===== config.mk =====
export PLATFORM = sky130hd
export DESIGN_NAME = if_fetch_queue
export DESIGN_NICKNAME = d
export VERILOG_FILES = /design/src/rtl/if_fetch_queue.sv
export SDC_FILE = /design/constraint.sdc
export NUM_CORES = 1
export LEC_CHECK = 0
export CAP_MARGIN = 20
export CORE_UTILIZATION = 30
export DETAILED_ROUTE_END_ITERATION = 16
export SKIP_CTS_REPAIR_TIMING = 1
export SYNTH_ARGS = -nofsm -noshare
export SYNTH_HDL_FRONTEND = slang
export SYNTH_SLANG_ARGS = --single-unit

===== constraint.sdc =====
create_clock -name clk -period 7.55 [get_ports clk]
set_input_delay 1.51 -clock clk [delete_from_list [all_inputs] [get_ports clk]]
set_output_delay 1.51 -clock clk [all_outputs]
set_load 0.02 [all_outputs]

===== src/rtl/if_fetch_queue.sv =====
// Instruction-fetch front end: PC generator, in-order imem request port and a DEPTH-entry {pc, instr} prefetch FIFO.
// A response captured at edge N is visible on id_* after edge N; requests are credit-limited so a push never overflows.
module if_fetch_queue #(
    parameter int              XLEN     = 32,
    parameter int              DEPTH    = 4,
    parameter logic [XLEN-1:0] RESET_PC = '0,
    parameter int              CNT_W    = $clog2(DEPTH+1)
) (
    input  logic             clk,
    input  logic             reset,
    input  logic             redirect_valid,
    input  logic [XLEN-1:0]  redirect_pc,
    output logic             imem_req,
    output logic [XLEN-1:0]  imem_addr,
    input  logic             imem_gnt,
    input  logic             imem_rvalid,
    input  logic [XLEN-1:0]  imem_rdata,
    output logic             id_valid,
    input  logic             id_ready,
    output logic [XLEN-1:0]  id_pc,
    output logic [XLEN-1:0]  id_instr,
    output logic [CNT_W-1:0] q_count
);
    localparam int               PTR_W   = $clog2(DEPTH);
    localparam logic [CNT_W:0]   DEPTH_C = (CNT_W+1)'(DEPTH);

    logic [XLEN-1:0]  fetch_pc_q, fetch_pc_d;
    logic [XLEN-1:0]  resp_pc_q, resp_pc_d;
    logic [CNT_W-1:0] count_q, count_d;
    logic [CNT_W-1:0] outst_q, outst_d;
    logic [CNT_W-1:0] drop_q, drop_d;
    logic [PTR_W-1:0] wr_q, wr_d;
    logic [PTR_W-1:0] rd_q, rd_d;
    logic [XLEN-1:0]  pc_mem_q    [DEPTH];
    logic [XLEN-1:0]  instr_mem_q [DEPTH];

    logic [CNT_W:0]   credit_used;
    logic [XLEN-1:0]  redirect_aligned;
    logic             accept, rsp_ok, push, pop;
    logic             unused_redirect_lsbs;

    assign unused_redirect_lsbs = ^redirect_pc[1:0];
    assign redirect_aligned     = {redirect_pc[XLEN-1:2], 2'b00};

    // Entries already queued plus responses still owed must never exceed FIFO capacity.
    assign credit_used = {1'b0, count_q} + {1'b0, outst_q};
    assign imem_req    = !reset && !redirect_valid && (credit_used < DEPTH_C);
    assign imem_addr   = fetch_pc_q;
    assign accept      = imem_req && imem_gnt;

    // A response with nothing outstanding is a protocol violation and is ignored.
    assign rsp_ok = imem_rvalid && (outst_q != '0);
    assign push   = !redirect_valid && rsp_ok && (drop_q == '0);
    assign pop    = !redirect_valid && id_valid && id_ready;

    assign id_valid = (count_q != '0);
    assign id_pc    = id_valid ? pc_mem_q[rd_q]    : '0;
    assign id_instr = id_valid ? instr_mem_q[rd_q] : '0;
    assign q_count  = count_q;

    always_comb begin
        fetch_pc_d = fetch_pc_q;
        resp_pc_d  = resp_pc_q;
        count_d    = count_q;
        drop_d     = drop_q;
        wr_d       = wr_q;
        rd_d       = rd_q;
        outst_d    = outst_q + CNT_W'(accept) - CNT_W'(rsp_ok);
        if (accept) begin
            fetch_pc_d = fetch_pc_q + XLEN'(4);
        end
        if (redirect_valid) begin
            // Everything still in flight after this cycle belongs to the old path.
            fetch_pc_d = redirect_aligned;
            resp_pc_d  = redirect_aligned;
            count_d    = '0;
            wr_d       = '0;
            rd_d       = '0;
            drop_d     = outst_q - CNT_W'(rsp_ok);
        end else begin
            if (rsp_ok && (drop_q != '0)) begin
                drop_d = drop_q - CNT_W'(1);
            end
            if (push) begin
                wr_d      = wr_q + PTR_W'(1);
                resp_pc_d = resp_pc_q + XLEN'(4);
            end
            if (pop) begin
                rd_d = rd_q + PTR_W'(1);
            end
            count_d = count_q + CNT_W'(push) - CNT_W'(pop);
        end
    end

    always_ff @(posedge clk) begin
        if (reset) begin
            fetch_pc_q <= RESET_PC;
            resp_pc_q  <= RESET_PC;
            count_q    <= '0;
            outst_q    <= '0;
            drop_q     <= '0;
            wr_q       <= '0;
            rd_q       <= '0;
        end else begin
            fetch_pc_q <= fetch_pc_d;
            resp_pc_q  <= resp_pc_d;
            count_q    <= count_d;
            outst_q    <= outst_d;
            drop_q     <= drop_d;
            wr_q       <= wr_d;
            rd_q       <= rd_d;
        end
    end

    always_ff @(posedge clk) begin
        if (!reset && push) begin
            pc_mem_q[wr_q]    <= resp_pc_q;
            instr_mem_q[wr_q] <= imem_rdata;
        end
    end

endmodule


==> results.toml <==
[power_and_ir_drop]
pwr-share-comb_pct = 9.5
vdd_ir_drop_max_mv = 0.123
leakage_nw = 5.38
clkPwrFrac_pct = 42.5
p_switching_w = 0.000972
powerDensity_nw_per_um2 = 247
p_seq_share_pct = 48.0
p_int_w = 0.00327
sw_frac_of_total_pct = 22.9

[place]
dp_cells = 1632
numPortBuffers = 164
dpl-instance-area_um2 = 15900
dpl.hpwl_um = 19600
gp_congestion = 0.821

[clock_network]
clkTransAtPathRegs_ns = 0.06
numCtsBuffers = 36
tritoncts = "yes"
clock-root-buffer = "clkbuf_16"
cts_sinks = 323
cts.htree.levels = 2
insertion_delay_ns = 0.54
cts_buffer_depth = 3

[sta]
fin_setup_tns_ns = 0
fin_crit_ns = 4.85
period_share_pct = 64.2
skew_ns = 0.0176
max-slew-margin-rel_pct = 31.9
finalHoldViolations = 0
holdWs_ns = 0.514
setup_violations = 0
grt_setup_unrepaired = "false"
tightest_slew_ns = 1.02
fmax_mhz = 206
final-max-slew-violation-count = 0

[finish]
final_common_cell = "edfxtp_1"
area_growth_pct = 25.7
final_nets = 1166
final_cell_mix = "248 x edfxtp_1, 162 x clkdlybuf4s50_1, 73 x dfxtp_1, 67 x nor2b_1, 62 x mux4_2"
finalNonFillerCells = 1698
final_core_util_pct = 38.5
design_area_um2 = 17200
drive_gt1_share_pct = 14.2
n_antenna_cell = 0
fillers = 4204

[routing]
ant_nets = 0
wl_per_cell_um = 18.8
wirelength_um = 31900
drt_pre_antenna_iters = 4
top_layer_used = "met4"
drc = 0
wl_met1_um = 15200
viasPerCell = 4.85
dr_total_vias = 8241
wl_met3_um = 1770
drt_iter0_drc = 507
wl_met2_um = 14400

[yosys]
netlist.area_leader.share_pct = 54.6
syn-cell-area_um2 = 13600
synth_flop_cell = "edfxtp_1"
synth_compound_area_share_pct = 4.96
synth.distinct_cells = 62
synth_top_family_by_area = "simple AND/OR/NAND/NOR gates"
synthAdderAreaFrac_pct = 1.76
synth.mux.area_fraction_pct = 11.0
synth-simple-area-share_pct = 11.7
synth.yosys.seq_area_share_pct = 65.6
synth-edff-count = 248
synthCells = 912
synthArstFlopShare_pct = 0
avgSynthCellArea_um2 = 15.0
synth.largest_area_cell = "edfxtp_1"
ys_warn_count = 0
ys_top_cells_by_area = "edfxtp_1 55%, dfxtp_1 11%, mux4_2 10%, nor2b_1 3.1%, nand2_1 1.6%"
synth-xor-area-share_pct = 2.57
ys_seq_elements = 323

[worst_setup_path]
cp_cell_sequence = "buf_4, mux4_2, nor2b_1, clkdlybuf4s50_1"
crit_arrival_ns = 3.34
crit_slowest_cell = "dfxtp_4"
startpoint_type = "flip-flop"
criticalPathCategory = "flip-flop to primary output"
slowest_delay_ns = 0.92
cp_max_fo = 40
endpoint_kind = "primary output"
required_ns = 6.04

[floorplanning]
fp.dieArea_um2 = 46300
coreArea_um2 = 44500
start_util_pct = 30.6
die_w_um = 215
fp.dieH_um = 215
io_pins = 171
rows = 77

[grt]
gr-total-overflow = 0
antenna_found_initial = 0
grt_pass1_wl_um = 49300
grt_pass1_vias = 8336
grt_max_degree = 65
grt.total_usage_pct = 13.8

[outcome]
status = "complete, no violations"

[job]
maxCapViolations = 0

[worst_hold_path]
hold_class = "flip-flop to flip-flop"
-- cell type report --
type / instances / area [um^2] / area share [%]
sequential: 323 / 8960 / 52.2
multi-input combinational: 514 / 4410 / 25.7
timing repair buffer: 176 / 1720 / 10.0
clock buffer: 45 / 956 / 5.57
tap: 592 / 741 / 4.32
clock inverter: 21 / 265 / 1.55
inverter: 27 / 101 / 0.591
-- sequential cells by signal, indices dropped and copies added (netlist names), named ones only --
signal and cells:
rd_q 2, outst_q 3, pc_mem_q 120, resp_pc_q 30, imem_addr 30, wr_q 2
drop_q 3, q_count 3, instr_mem_q 128
-- worst max-delay path, delay by kind of cell (launching register included) --
kind	cells	cell delay, ns
flip-flops	1	0.92
AND/OR/NAND/NOR	1	0.15
multiplexers	1	0.56
buffers and inverters	2	1.12
-- cells in the mapped netlist, drive strengths merged, types with 2 or more instances --
| cell | n |
|---|---|
| and4 | 9 |
| a21oi | 28 |
| nand4 | 27 |
| mux2i | 3 |
| a32oi | 2 |
| fa | 2 |
| nor2 | 31 |
| o21a | 2 |
| or3 | 7 |
| o31ai | 2 |
| dfxtp | 75 |
| or4 | 2 |
| nor3 | 7 |
| mux4 | 62 |
| a311oi | 4 |
| nor2b | 67 |
| a211oi | 10 |
| a21boi | 11 |
| edfxtp | 248 |
| xor2 | 16 |
| nand2 | 57 |
| nor3b | 6 |
| a31oi | 11 |
| o31a | 2 |
| or2 | 4 |
| o21bai | 6 |
| clkbuf | 34 |
| nor4 | 15 |
| nand4b | 2 |
| o21ai | 15 |
| and2 | 7 |
| mux2 | 6 |
| inv | 27 |
| xnor2 | 24 |
| buf | 17 |
| nand3 | 27 |
| and3 | 6 |
| nand2b | 2 |
| ha | 16 |
| o211ai | 5 |
-- power groups by stage --
stage          clock network [W]  registers [W]  logic (W)
4_1_cts                  0.00186        0.00203   0.000408
2_1_floorplan                  0        0.00207   0.000227
5_1_grt                  0.00192        0.00204   0.000445
3_3_place_gp                   0        0.00207   0.000401
6_report                 0.00180        0.00203   0.000401
3_5_place_dp                   0        0.00207   0.000405
-- per-stage QoR --
step | worst slack, ns | total power (W)
finish | 2.70 | 0.00424
global route | 2.40 | 0.00440
CTS | 2.55 | 0.00430
detailed placement | 2.71 | 0.00248
global placement | 2.70 | 0.00247
floorplan | 0.0331 | 0.00229
-- path summary, 6_finish.rpt --
kind / cells past startpoint / start / slack (ns) / end
setup / recovery: 4 / flip-flop / 2.70 / id_instr[13]
hold / removal: 2 / wr_q[1] / 0.51 / wr_q[1]
setup reg to reg: 11 / outst_q[1] / 4.57 / q_count[2]
hold reg to reg: 2 / wr_q[1] / 0.51 / wr_q[1]
-- logic make-up after synthesis --
logic type | count (synthesis)
DFF | 323
AOI/OAI and AO/OA | 103
and+or+nand+nor | 278
muxes | 71
other | 1
adders and majority gates | 18
buffers and inverters | 78
xor gates and xnor gates | 40
-- metal layers --
layer  global-route usage, %  vias up
met5                       0        -
met4                    4.02        0
met3                    2.89       42
met2                    21.7      252
met1                    19.2     4120
li1                        -     3827
No activity file was read; power rests on OpenSTA's default activity.
